<file path="config.mk">
export PLATFORM = sky130hd
export DESIGN_NAME = and_gate
export DESIGN_NICKNAME = d
export VERILOG_FILES = /design/src/rtl/and_gate.sv
export SDC_FILE = /design/constraint.sdc
export NUM_CORES = 1
export LEC_CHECK = 0
export CAP_MARGIN = 20
export CORE_AREA = 2 2 39 41
export DETAILED_ROUTE_END_ITERATION = 12
export DIE_AREA = 0 0 41 43
export GPL_TIMING_DRIVEN = 0
export PLACE_DENSITY = 0.37
export SLEW_MARGIN = 20
export SYNTH_ARGS = -nofsm -noshare
export SYNTH_HDL_FRONTEND = slang
export SYNTH_SLANG_ARGS = --single-unit
export TNS_END_PERCENT = 100
</file>
<file path="constraint.sdc">
create_clock -name clk -period 0.95 [get_ports clk]
set_input_delay 0.19 -clock clk [delete_from_list [all_inputs] [get_ports clk]]
set_output_delay 0.19 -clock clk [all_outputs]
set_load 0.03 [all_outputs]
</file>
<file path="src/rtl/and_gate.sv">
// Pipelined bitwise AND of two operands with valid/ready flow control and result flags.
// Define AND_GATE_STATS_EN to add the saturating hit_count output (transfers with f_all=1).
module and_gate #(
    parameter int WIDTH  = 1,
    parameter int STAGES = 1
) (
    input  logic                         clk,
    input  logic                         rst,
    input  logic [WIDTH-1:0]             A,
    input  logic [WIDTH-1:0]             B,
    input  logic                         in_valid,
    output logic                         in_ready,
    output logic [WIDTH-1:0]             F,
    output logic                         f_all,
    output logic                         f_none,
    output logic [$clog2(WIDTH+1)-1:0]   f_ones,
    output logic                         out_valid,
    input  logic                         out_ready
`ifdef AND_GATE_STATS_EN
    ,
    output logic [15:0]                  hit_count
`endif
);

    localparam int CW = $clog2(WIDTH + 1);

    // Handshake: a side transfers on a rising edge where its valid and ready are both 1.
    // The whole pipeline advances in lockstep whenever the output slot is free or being drained.
    logic              advance;
    logic [STAGES-1:0] valid_q;

    assign out_valid = valid_q[STAGES-1];
    assign in_ready  = !out_valid || out_ready;
    assign advance   = in_ready;

    always_ff @(posedge clk or posedge rst) begin
        if (rst) begin
            valid_q <= '0;
        end else if (advance) begin
            for (int i = STAGES - 1; i > 0; i--) begin
                valid_q[i] <= valid_q[i-1];
            end
            valid_q[0] <= in_valid;
        end
    end

    // Data registers load only when a valid item moves in; bubbles leave them untouched.
    for (genvar s = 0; s < STAGES; s++) begin : g_stage
        logic [WIDTH-1:0] q;
        logic [WIDTH-1:0] nxt;
        logic             load;

        if (s == 0) begin : g_first
            assign nxt  = A & B;
            assign load = in_valid;
        end else begin : g_next
            assign nxt  = g_stage[s-1].q;
            assign load = valid_q[s-1];
        end

        if (s == STAGES - 1) begin : g_last
            // The output register is cleared so F reads zero while reset is held.
            always_ff @(posedge clk or posedge rst) begin
                if (rst) begin
                    q <= '0;
                end else if (advance && load) begin
                    q <= nxt;
                end
            end
        end else begin : g_mid
            always_ff @(posedge clk) begin
                if (advance && load) begin
                    q <= nxt;
                end
            end
        end
    end

    assign F      = g_stage[STAGES-1].q;
    assign f_all  = &F;
    assign f_none = ~|F;

    always_comb begin
        f_ones = '0;
        for (int i = 0; i < WIDTH; i++) begin
            f_ones = f_ones + CW'(F[i]);
        end
    end

`ifdef AND_GATE_STATS_EN
    always_ff @(posedge clk or posedge rst) begin
        if (rst) begin
            hit_count <= '0;
        end else if (out_valid && out_ready && f_all && (hit_count != 16'hFFFF)) begin
            hit_count <= hit_count + 16'd1;
        end
    end
`endif

endmodule

</file>
==> flow_summary_export.csv, run 1 <==
group,metric,value,unit
critical_path,r2r-start,"out_valid",
power_and_ir_drop,vdd_ir_drop_max,0.0003529,V
clock_tree,htreeDepth,1,
final_layout,layout.cells.non_filler,42,
grt,grt_overflow_total,0,
critical_path,cp.required,760,ps
sta,slew_violations,0,
yosys,async_flop_share,100.0,%
critical_path,worstSetupStartpointType,"register",
sta,finalSetupViolCount,6,
yosys,synth_edf_count,0,
yosys,synth.yosys.seq_area_share,50.00,%
yosys,netlist_instances,10,
detailed_routing,wire_per_inst,8.119,um
clock_tree,clock_sinks,2,
sta,tightest_slew,155.0,ps
sta,setup_ws,-136.4,ps
critical_path,cp_slowest_stage_delay,420,ps
grt,grt_max_degree,5,
detailed_routing,wl,341,um
sta,holdWs,117.7,ps
yosys,syn_nets,16,
yosys,synth_common_cells,"buf_4 (2), dfrtp_1 (2), inv_1 (2), nand2b_1 (2)",
yosys,post-synth-top-area-cell,"dfrtp_1",
outcome,status,"finished, violations left",
detailed_routing,dr.pass1.iters,4,
clock_tree,clk_pin_slew,30,ps
clock_tree,clock_latency,230,ps
grt,antenna_found_initial,0,
power_and_ir_drop,power.density,1630,mW/mm^2
critical_path,cp_num_buf_inv,2,
clock_tree,clock_path_buffers,2,
detailed_routing,vias_per_cell,3.286,
placed_design,hpwl,242.7,um
clock_tree,cts-buffers-inserted,3,
critical_path,crit_slowest_cell,"dfrtp_2",
critical_path,critical_path.startpoint,"F",
run,maxCapViolCount,0,
die,die_y,43,um
placed_design,numPortBuffers,11,
final_layout,finalInstanceArea,292.8,um^2
yosys,synth.distinct_cells,6,
outcome,violations,"setup timing",
yosys,synth_warnings,0,
sta,finalSetupTns,-547.9,ps
placed_design,placement.cell_area,244.0,um^2
yosys,netlist_area,100.1,um^2
critical_path,crit_chain,"buf_6 -> buf_6",
grt,grt_usage,5.025,%
final_layout,drive_gt1_share,69.23,%
die,ios,12,
detailed_routing,drtIter0Drc,3,
critical_path,cp_data_arrival_time,900,ps
sta,hold_viol,0,
critical_path,crit_type,"reg -> out",
sta,rsz0062_at_grt,"yes",
sta,skew,3.055,ps
critical_path,crit_fanout,4,
critical_path,crit_top_cell,"buf_6",
yosys,syn-mean-instance-area,10.01,um^2
critical_path,end_kind,"output port",
yosys,synth_area_leaders,"dfrtp_1 (50%), buf_4 (15%), nand2b_1 (13%)",
clock_tree,root_buffer,"clkbuf_4",
sta,min_period,1086,ps
detailed_routing,drc,0,
yosys,synthFlopType,"dfrtp_1",
sta,max_slew_margin,89.74,%
die,die-width,41,um
final_layout,num_antenna_cells,0,
sta,fmax,920.5,MHz
die,die_area,0.001763,mm^2
yosys,synth_top_area_share,50.00,%
detailed_routing,ant_nets,0,
placed_design,place.gp.congestion,0.4878,
die,start_util,7.233,%
die,rows,14,
placed_design,dp.cells,37,
critical_path,crit_family,"flip-flops",
clock_tree,cts_tree,"yes",
grt,grt_pass1_vias,116,
grt,grt_first_pass_wirelength,476,um
final_layout,areaGrowthSynthToFinish,192.5,%
sta,finalCritPeriodShare,114.4,%
detailed_routing,via_count,138,
clock_tree,holdBufCountCts,0,
critical_path,regToRegSetupSlack,10,ps
power_and_ir_drop,p_leak,0.1440,nW
worst_hold_path,hold_path_class,"in -> async",
yosys,ys_ff_latch,2,
final_layout,final_nets,34,
die,core-area,0.001384,mm^2
state kept, by name, summed over array words and instances, names as in the netlist:
name and cells:
F 1, out_valid 1
per-layer routing:
metal / track usage (%) / share of wire [%]
met1: 3.871 / 31
met3: 5.759 / 30
met2: 4.688 / 33
met4: 8.000 / 5.9
met5: 0 / 0
final timing paths:
path                             end  cells past startpoint
max                            f_all                      2
max reg2reg                        F                      4
min                                F                      2
min in group clk           out_valid                      4
min reg2reg                out_valid                      3
max in group asynchronous  out_valid                      2
cell usage in the layout, fill, tap and decap left out:
cell type / netlist / final
nand2b_4: 0 / 1
buf_4: 2 / 1
a41o_1: 1 / 1
dlygate4sd2_1: 0 / 1
buf_6: 0 / 8
nand2b_1: 2 / 1
inv_2: 0 / 1
buf_2: 0 / 1
dfrtp_2: 0 / 2
inv_1: 2 / 1
clkdlybuf4s50_1: 0 / 4
clkbuf_4: 0 / 3
a21oi_2: 0 / 1
cell type report:
cell class	instances	area [um^2]
clock buffers	3	22.52
fillers	157	1091
flip-flops and latches	2	52.55
plain buffers	2	22.52
inverters	2	7.507
multi-input cells	4	38.79
well taps	16	20.02
repair buffers	13	128.9
per-stage QoR:
step | setup WS [ps] | total power, W | util, %
finish | -136.4 | 0.0004773 | 21.16
global route | -168.1 | 0.0005110 | 21.16
CTS | -147.0 | 0.0004897 | 20.89
detailed placement | -698.9 | 0.0002643 | 17.63
global placement | -693.9 | 0.0002640 | 17.63
floorplan | -51.57 | 0.0001908 | -
power by group:
group          total, W  switching [W]  internal, W
Clock          0.000192      0.0000520     0.000140
Combinational  0.000180      0.0000834    0.0000966
Sequential     0.000106      0.0000106    0.0000951
cells by family (layout without fill, tap and decap cells):
family | Yosys count | after routing | share of synthesized area [%]
AO/OA/AOI/OAI | 2 | 2 | 15.00
flip-flops | 2 | 2 | 50.00
buffers and inverters | 4 | 20 | 22.50
AND/OR/NAND/NOR | 2 | 2 | 12.50
timing repair:
item	in CTS	in global routing
gates resized for setup	43	1
endpoints found under the setup margin	6	7
buffers inserted	2	0
pin swaps	0	0
worst reg2reg max path: stages, from the launching register on:
cell and delay (ps):
dfrtp_2 420, nand2b_4 80, buf_6 100, a21oi_2 40, a41o_1 190
Power figures use the tool's default switching activity.
==> run 2, diff against run 1 <==
--- a/config.mk
+++ b/config.mk
@@ -7,6 +7,7 @@
 export LEC_CHECK = 0
 export CAP_MARGIN = 20
 export CORE_AREA = 2 2 39 41
+export CTS_CLUSTER_SIZE = 20
 export DETAILED_ROUTE_END_ITERATION = 12
 export DIE_AREA = 0 0 41 43
 export GPL_TIMING_DRIVEN = 0
==> results of run 2 <==
Same layout as run 1: the final DEF is identical, and so are final timing and power.
